==> config.mk <==
export PLATFORM = sky130hd
export DESIGN_NAME = button_menu
export DESIGN_NICKNAME = d
export VERILOG_FILES = /design/src/rtl/button_menu.sv
export SDC_FILE = /design/constraint.sdc
export NUM_CORES = 1
export LEC_CHECK = 0
export CORE_UTILIZATION = 44
export DETAILED_ROUTE_END_ITERATION = 12
export HOLD_SLACK_MARGIN = 0.1
export PLACE_DENSITY_LB_ADDON = 0.12
export SKIP_LAST_GASP = 1
export SYNTH_ARGS = -nofsm -noshare
export SYNTH_HDL_FRONTEND = slang
export SYNTH_SLANG_ARGS = --single-unit
==> constraint.sdc <==
create_clock -name clk_in -period 2.5 [get_ports clk_in]
set_clock_uncertainty 0.15 [all_clocks]
set_input_delay 0.5 -clock clk_in [delete_from_list [all_inputs] [get_ports clk_in]]
set_output_delay 0.5 -clock clk_in [all_outputs]
set_load 0.1 [all_outputs]
==> src/rtl/button_menu.sv <==
// rtl/button_menu.sv - vertical stack of selectable menu buttons with press flash and confirm pulse
module button_menu #(
    parameter int          NUM_BUTTONS      = 4,
    parameter int          X_POS            = 240,
    parameter int          Y_POS            = 240,
    parameter int          WIDTH            = 154,
    parameter int          HEIGHT           = 52,
    parameter int          GAP              = 16,
    parameter logic [11:0] DESELECTED_COLOR = 12'hF50,
    parameter logic [11:0] SELECTED_COLOR   = 12'hFF0,
    parameter logic [11:0] PRESSED_COLOR    = 12'h0F0,
    parameter int          FLASH_FRAMES     = 8,
    localparam int         SW               = $clog2(NUM_BUTTONS)
) (
    input  logic          clk_in,
    input  logic          rst_n_in,
    input  logic [10:0]   hcount_in,
    input  logic [9:0]    vcount_in,
    input  logic          new_frame_in,
    input  logic          up_in,
    input  logic          down_in,
    input  logic          confirm_in,
    input  logic          enable_in,
    output logic [SW-1:0] selected_out,
    output logic          busy_out,
    output logic          confirm_valid_out,
    output logic [SW-1:0] confirm_index_out,
    output logic          in_sprite_out,
    output logic [11:0]   pixel_out
);

    typedef enum logic {IDLE, FLASH} state_t;

    localparam logic [31:0] X_LO  = 32'(X_POS);
    localparam logic [31:0] X_HI  = 32'(X_POS + WIDTH);
    localparam logic [31:0] PITCH = 32'(HEIGHT + GAP);

    state_t        state, state_nxt;
    logic [SW-1:0] sel_nxt;
    logic [SW-1:0] ci_nxt;
    logic          cv_nxt;
    logic [7:0]    cnt, cnt_nxt;
    logic          hit;
    logic [11:0]   color;
    logic [31:0]   h_ext, v_ext, y_top;

    assign busy_out = (state == FLASH);

    always_comb begin
        state_nxt = state;
        sel_nxt   = selected_out;
        cnt_nxt   = cnt;
        cv_nxt    = 1'b0;
        ci_nxt    = confirm_index_out;
        case (state)
            IDLE: begin
                if (enable_in) begin
                    if (confirm_in) begin
                        state_nxt = FLASH;
                        cnt_nxt   = 8'd0;
                    end else if (up_in && !down_in) begin
                        sel_nxt = (selected_out == '0) ? SW'(NUM_BUTTONS - 1) : selected_out - 1'b1;
                    end else if (down_in && !up_in) begin
                        sel_nxt = (selected_out == SW'(NUM_BUTTONS - 1)) ? '0 : selected_out + 1'b1;
                    end
                end
            end
            FLASH: begin
                // Only frame pulses matter here; every user input is dropped.
                if (new_frame_in) begin
                    if (cnt == 8'(FLASH_FRAMES - 1)) begin
                        state_nxt = IDLE;
                        cv_nxt    = 1'b1;
                        ci_nxt    = selected_out;
                    end else begin
                        cnt_nxt = cnt + 8'd1;
                    end
                end
            end
            default: state_nxt = IDLE;
        endcase
    end

    always_comb begin
        hit   = 1'b0;
        color = 12'h000;
        h_ext = {21'd0, hcount_in};
        v_ext = {22'd0, vcount_in};
        y_top = 32'd0;
        for (int i = 0; i < NUM_BUTTONS; i++) begin
            y_top = 32'(Y_POS) + 32'(i) * PITCH;
            if (h_ext >= X_LO && h_ext < X_HI && v_ext >= y_top && v_ext < y_top + 32'(HEIGHT)) begin
                hit = 1'b1;
                if (SW'(i) == selected_out)
                    color = (state == FLASH) ? PRESSED_COLOR : SELECTED_COLOR;
                else
                    color = DESELECTED_COLOR;
            end
        end
    end

    always_ff @(posedge clk_in or negedge rst_n_in) begin
        if (!rst_n_in) begin
            state             <= IDLE;
            selected_out      <= '0;
            cnt               <= 8'd0;
            confirm_valid_out <= 1'b0;
            confirm_index_out <= '0;
            in_sprite_out     <= 1'b0;
            pixel_out         <= 12'h000;
        end else begin
            state             <= state_nxt;
            selected_out      <= sel_nxt;
            cnt               <= cnt_nxt;
            confirm_valid_out <= cv_nxt;
            confirm_index_out <= ci_nxt;
            in_sprite_out     <= hit;
            pixel_out         <= color;
        end
    end

endmodule

; Word-level counts from Yosys, hierarchy flattened
; Index checks and enable logic that the tools add are counted.
[totals]
ff_bits = 27
output_inout_bits = 19
latch_bits = 0
romBits = 0
ram_bits = 0
mem_count = 0
[classes]
reduce_logical = 18
addsub = 3
n_mux = 30
n_shift = 0
bitwise_logic = 2
n_lt_le_gt_ge = 10
multipliers = 0
eq_ne = 9
div = 0
[op_table]
columns = cell, count
row1 = two-way mux 12 bit, 9
row2 = < comparator 10 x 9 -> 1 bit (second input constant), 4
row3 = two-way mux 8 bit, 4
row4 = greater-or-equal comparator 10 x 9 -> 1 bit (second input constant), 3
row5 = one-hot mux 8 bit (2 select lines), 1
row6 = greater-or-equal comparator 11 x 8 -> 1 bit (second input constant), 1
row7 = logical AND 1 bit, 11
row8 = < comparator 11 x 9 -> 1 bit (second input constant), 1
row9 = two-way mux 1 bit, 11
row10 = greater-or-equal comparator 10 x 8 -> 1 bit (second input constant), 1
row11 = adder 8 x 1 -> 8 bit (second input constant), 1
row12 = equality test 8 x 3 -> 1 bit (second input constant), 1
row13 = two-way mux 2 bit, 4
row14 = inequality test 2 bit (second input constant), 4
row15 = AND reduction 4 bit, 2
row16 = equality test 2 bit (first input constant), 2
row17 = AND reduction 3 bit, 1
row18 = adder 2 x 1 -> 2 bit (second input constant), 1
row19 = equality test 1 x 2 -> 1 bit (first input constant), 1
row20 = equality test 2 bit (second input constant), 1
row21 = logical NOT 1 bit, 2
row22 = logical NOT 2 bit, 1
row23 = NOT 1 bit, 2
row24 = one-hot mux 1 bit (2 select lines), 1
row25 = 2 further kinds, 2

; Depth between registers and ports, before layout
; Gate-level depths: netlist of run 1.
[depth]
depth_word = 8
ltp_mapped = 6
depth_no_buf = 6

; Worst setup path before layout of run 1
; Ideal clock, no wire load.
[synth_path]
path_type = reg-to-reg
from = reg state, in the netlist busy_out
to = reg cnt[4]
slack_ns = 0.371
t_arrival_ns = 1.852
period_less_slack_ns = 2.129
n_path_buf = 0
path_stages_with_launch = 6
setup_time_ns = 0.127
path_cell_list = dfrtp_1 nand2_1 a41oi_2 and4_1 xnor2_1 nor2_1
[synth_between]
elab_chain_len = 3
[synth_lines]
columns = item, line
row1 = "start, declared", 38  ; state_t state, state_nxt;
row2 = "start signal, assigned", 112  ; state <= state_nxt;
row3 = NOT 1 bit (no line), --
row4 = inequality test 2 bit (no line), --
row5 = AND reduction 4 bit (no line), --
row6 = "end signal, assigned", 114  ; cnt <= cnt_nxt;
row7 = "end, declared", 42  ; logic [7:0] cnt, cnt_nxt;
; Parallel ways exist; a longest one is shown, timed or not.
; A chain may end at the register's enable or synchronous reset.

; Final worst setup path of run 1
[layout_path]
from = in vcount_in[5]
to = reg pixel_out[10]
[layout_between]
elab_chain_len = 7
[layout_lines]
columns = item, line
row1 = "start, declared", 18  ; input logic [9:0] vcount_in,
row2 = greater-or-equal comparator 10 x 8 -> 1 bit, 92  ; if (h_ext >= X_LO && h_ext < X_HI && v_ext >= y_top && v_ext < y_top + 32'(HEIGHT)) begin
row3 = logical AND 1 bit (2 in a row), 92
row4 = two-way mux 12 bit (3 in a row), 92
row5 = two-way mux 12 bit *, 92
row6 = net color[10], 44  ; logic [11:0] color;
row7 = "end signal, assigned", 118  ; pixel_out <= color;
row8 = "end, declared", 29  ; output logic [11:0] pixel_out
; Mark *: on every way through the listed nets, which the timed path passes. The rest lies on a longest branch.

==> results of run 1 <==
## flip-flops by register name, indices dropped and copies added (netlist names)
register	flops
cnt	8
busy_out	1
confirm_valid_out	1
selected_out	2
pixel_out	3
confirm_index_out	2
## critical path: stages
cell and delay, ns:
clkdlybuf4s50_1 0.61, nand2b_4 0.08, or4b_4 0.52, a21boi_2 0.16, a31oi_1 0.05, o311a_1 0.30
## where the power goes
| group | switching (uW) | leakage, uW | total [uW] | internal [uW] |
|---|---|---|---|---|
| logic | 570 | 0.000546 | 813 | 244 |
| registers | 101 | 0.000221 | 460 | 359 |
| clock network | 82.4 | 0.0000150 | 144 | 62.0 |
## through the flow
stage	hold slack [ns]	util, %	setup WS, ns	std cells
2_1_floorplan	0.0544	-	0.371	136
3_3_place_gp	0.348	63.0	0.0370	202
3_5_place_dp	0.347	63.0	0.00392	202
4_1_cts	0.370	64.0	0.305	206
5_1_grt	0.381	64.0	0.262	206
6_report	0.366	64.0	0.288	206
## metal layers
metal	up-vias	global-route usage, %	part of all wire (%)
met3	4	6.01	6.7
li1	562	-	-
met4	0	5.00	1.1
met1	510	23.7	43
met5	-	0	0
met2	37	39.8	49
## synthesized netlist by cell type (3+ instances only)
master,instances,area share (%)
mux2_2,3,2.7
xor2_1,5,3.5
o21ai_0,3,1.2
nor2_1,9,2.7
nand4b_1,3,2.1
ha_1,6,6.1
nand3_1,3,1.2
and3_1,4,2.0
nand2_1,12,3.6
a21oi_1,6,2.4
nand4_1,7,3.5
inv_1,7,2.1
buf_4,11,6.7
dfrtp_1,17,34
## final cells by class
cell class                 instances  area [um^2]
sequential                        17          425
clock buffer                       4         26.3
inverter                           7         26.3
tap                               30         37.5
multi-input combinational         99          699
fill                             231          925
timing repair buffer              49          428
## how the worst max path moves through the flow
stage	start	to	slack, ns	cells after the start
final	vcount_in[5]	pixel_out[10]	0.29	6
after global routing	vcount_in[5]	pixel_out[10]	0.26	6
after CTS	vcount_in[5]	pixel_out[10]	0.30	6
after detailed placement	vcount_in[5]	pixel_out[10]	0.004	6
after global placement	vcount_in[5]	pixel_out[10]	0.04	6
after floorplan	busy_out	cnt[4]	0.37	5
## kinds of logic after synthesis
logic type               count (synthesis)  synth area share [%]
adder cells (fa/ha/maj)                  6                  6.07
multiplexers                             4                  3.54
flip-flops                              17                  34.4
AND/OR/NAND/NOR                         55                  27.0
XOR/XNOR                                 7                  4.95
AO/OA/AOI/OAI                           23                  13.8
other                                    1                 0.303
buffers and inverters                   20                  10.0
==> metrics.txt, run 1 <==
outcome finished, final reports clean; Final Hold Fails 0; WS Path Type primary input to flip-flop; clk sinks 17; via count 1113; Hold Startpoint confirm_index_out[0]; Hold EP confirm_index_out[0]; first-pass GRT wire length 4550 um; HP Class flip-flop to flip-flop; period utilization 88.5%; clock buffer count from CTS 3; clock slew seen by the registers of the worst setup and hold paths 0.10 ns; Syn Std Cell Area 0.00124 mm^2; share of cells above drive strength 1 22.7%; unrepaired setup endpoints after global routing false; Worst Reg2Reg Path Length in Cells 5; post-route cell area 0.00164 mm^2; Final Power 1420 uW; CP max FO 6; worst vdd ir 1190 uV; HPWL after DPL 2300 um; number of synthesized register bits 17; Main synth FF type dfrtp_1; worst path required time 2.52 ns; P&R area growth vs syn 32.8%; # diodes 0; drt drc 0; fmax 452 MHz; largest net degree at the start of global routing 18; clk_lat worst skew 0.29 ns; Initial DRC Count 19; row cnt 18; critical path data arrival time 2.23 ns; total grt overflow 0; GPL Wtd Cong 0.830; Clock Path Buffers 2; setup TNS 0 ns; Setup Fix Bufs, Post-CTS 0; most frequent cells in the layout buf_4 (25), clkdlybuf4s50_1 (24), dfrtp_1 (17), nand2_1 (12), nor2_1 (9); Total GRT Usage 21.4%; most common cell after layout, fill and taps aside buf_4; port bufs 39; Final Max Tran Viols 0; Starting Density 48.2%; initial antenna violation count 0; CTS tree done; vias per inst 5.40; final wirelength 2750 um; Cells after Synth 133; pwr dens 863 mW/mm^2; crit end category flip-flop; max-cap check violation count 0; startpoint types primary input; sequential element share of the synthesized area 34.4%; number of global-route vias before repair 1089; Leakage 0.000782 uW; DRT antenna net count 0; Synth Warn # 0; Die ar. 0.00303 mm^2; Reg2Reg Setup Slack 0.52 ns; io pins 47; Avg Inst Size Synth 9.30 um^2; asr flop ratio synth 100%; EDFF count, synth 0; routed len/inst 13.4 um; Worst R2R End cnt[4]; placed cell areas 0.00162 mm^2; Hold Path Stages 1; Tmin final 2.21 ns; CTS H-tree depth 1; post-CTS sizing 0; Chip Height 55.0 um; width of the die 55.0 um; root buf cell clkbuf_4; cts hold-fix bufs 0; Cell variety after synth 41; core footprint 0.00257 mm^2; Final nets 211; final setup vio count 0; DRT Pass-1 Iters 4; Worst R2R Start cnt[3]
(Power assumes the default switching activity.)
==> inputs of run 2 (changes only) <==
--- a/config.mk
+++ b/config.mk
@@ -13,3 +13,4 @@
 export SYNTH_ARGS = -nofsm -noshare
 export SYNTH_HDL_FRONTEND = slang
 export SYNTH_SLANG_ARGS = --single-unit
+export TNS_END_PERCENT = 30
==> results of run 2 <==
Same layout as run 1: the final DEF is identical, and so are final timing and power.
==> inputs of run 3 (changes only) <==
--- a/config.mk
+++ b/config.mk
@@ -5,7 +5,9 @@
 export SDC_FILE = /design/constraint.sdc
 export NUM_CORES = 1
 export LEC_CHECK = 0
-export CORE_UTILIZATION = 44
+export CELL_PAD_IN_SITES_DETAIL_PLACEMENT = 1
+export CELL_PAD_IN_SITES_GLOBAL_PLACEMENT = 1
+export CORE_UTILIZATION = 32
 export DETAILED_ROUTE_END_ITERATION = 12
 export HOLD_SLACK_MARGIN = 0.1
 export PLACE_DENSITY_LB_ADDON = 0.12
==> run 3 against run 2 <==
Compared with the run above:
- utilization decreased by 18 points
- worst hold slack improved by 0.0052 ns
- clock power increased by 43%
- first-iteration DRC count increased by 130%
- design area increased by 3.0%
- final cell count increased by 9.2%
- non-clock buffer count increased by 1
- sequential share of layout area decreased by 0.75 points
- worst setup slack improved by 0.030 ns
- critical path type unchanged
==> metrics.txt, run 3 (synthesis gave the netlist of run 1 again) <==
Worst Reg2Reg Path Length in Cells 5; slowest stage cell, crit path clkdlybuf4s50_1; Final Hold Fails 0; biggest regs cnt x8, pixel_out x3; met2 wire len 1600 um; P&R area growth vs syn 36.7%; Initial DRC Count 43; Chip Height 64.2 um; HP Class flip-flop to flip-flop; period utilization 87.3%; worst vdd ir 940 uV; Tmin final 2.18 ns; Biggest register cnt; total grt overflow 0; Net Sw Frac 52.1%; CTS tree done; core footprint 0.00369 mm^2; Clock power frac 13.7%; routed wl met3 195 um; Worst R2R End cnt[4]; drt drc 0; clk_lat worst skew 0.25 ns; initial antenna violation count 0; CP max FO 5; outcome finished, final reports clean; io pins 47; most frequent cells in the layout buf_4 (26), clkdlybuf4s50_1 (24), dfrtp_1 (17), nand2_1 (12), nor2_1 (9); Reg2Reg Setup Slack 0.50 ns; clock slew seen by the registers of the worst setup and hold paths 0.06 ns; Final Max Tran Viols 0; root buf cell clkbuf_8; critical path data arrival time 2.17 ns; largest net degree at the start of global routing 18; Clock Path Buffers 2; Slowest Stage Delay on Critical Path 0.46 ns; internal power 721 uW; share of total power in combinational logic 55.2%; crit path cell chain clkdlybuf4s50_1, buf_4, and2_1, mux2_2, o211ai_1, nand4_1, o311a_1; Leakage 0.000795 uW; crit end category flip-flop; fmax 458 MHz; Worst R2R Start cnt[3]; row cnt 22; CTS H-tree depth 1; Sequential Power Share 31.1%; startpoint types primary input; width of the die 64.2 um; NetSw 783 uW; routed len/inst 14.5 um; share of cells above drive strength 1 23.2%; final setup vio count 0; first-pass GRT wire length 5620 um; port bufs 39; number of global-route vias before repair 1201; pwr dens 889 mW/mm^2; WS Path Type primary input to flip-flop; post-CTS sizing 0; via count 1157; final wirelength 3270 um; HPWL after DPL 2560 um; top routing layer used met4; setup TNS 0 ns; Layout fillers 442; clk sinks 17; Final nets 212; max-cap check violation count 0; unrepaired setup endpoints after global routing false; DRT antenna net count 0; smallest hold slack 0.371 ns; Setup Fix Bufs, Post-CTS 0; # diodes 0; most common cell after layout, fill and taps aside buf_4; CP startpoint vcount_in[5]; clock buffer count from CTS 3; Starting Density 33.5%; GPL Wtd Cong 0.839; vias per inst 5.14; met1 wire length 1460 um; Setup crit end pixel_out[10]; Total GRT Usage 17.8%; cts hold-fix bufs 0; Die ar. 0.00412 mm^2; worst path required time 2.49 ns; DRT Pass-1 Iters 4; max FFs per register 8
run 3: changes by cell type in the layout (fill, tap and decap cells not counted), sizes merged:
cell | before | now
buf | 25 | 26
run 3: how the worst min path moves through the flow:
stage | startpoint | end | slack [ns] | cells after the start
6_report | confirm_index_out[1] | confirm_index_out[1] | 0.37 | 1
5_1_grt | confirm_index_out[1] | confirm_index_out[1] | 0.38 | 1
4_1_cts | confirm_index_out[1] | confirm_index_out[1] | 0.38 | 1
3_5_place_dp | confirm_index_out[1] | confirm_index_out[1] | 0.36 | 1
3_3_place_gp | confirm_index_out[0] | confirm_index_out[0] | 0.35 | 1
2_1_floorplan | rst_n_in | busy_out | 0.05 | 0
run 3: routing by layer:
metal,global-route usage (%),up-vias
met5,0,-
met4,3.33,0
met3,4.64,2
met2,31.3,39
met1,21.9,560
li1,-,556
run 3: per-stage QoR:
stage	utilization (%)	cell area (um^2)	cells	setup WS, ns	total power (uW)
final	45.9	1690	225	0.319	1500
after CTS	45.9	1690	225	0.321	1520
after global placement	44.6	1650	221	0.0871	1280
after floorplan	-	1250	136	0.371	1070
after global routing	45.9	1690	225	0.196	1600
after detailed placement	44.6	1650	221	0.0628	1310
run 3: layout make-up:
class | count | area (um^2) | area share, %
multi-input cells | 99 | 699 | 41.3
repair buffers | 50 | 435 | 25.7
flip-flops and latches | 17 | 425 | 25.1
well taps | 48 | 60.1 | 3.55
clock buffers | 4 | 45.0 | 2.66
inverters | 7 | 26.3 | 1.55
run 3: power by group through the flow:
stage,registers (uW),logic (uW),clock network [uW]
2_1_floorplan,750,323,0
3_3_place_gp,468,808,0
3_5_place_dp,472,838,0
4_1_cts,470,840,215
5_1_grt,487,894,222
6_report,468,831,206
run 3: worst max-delay path, delay by kind of cell:
| kind | cells | cell delay, ns |
|---|---|---|
| muxes | 1 | 0.27 |
| and+or+nand+nor | 2 | 0.34 |
| AOI/OAI and AO/OA | 2 | 0.42 |
| buffers and inverters | 2 | 0.64 |
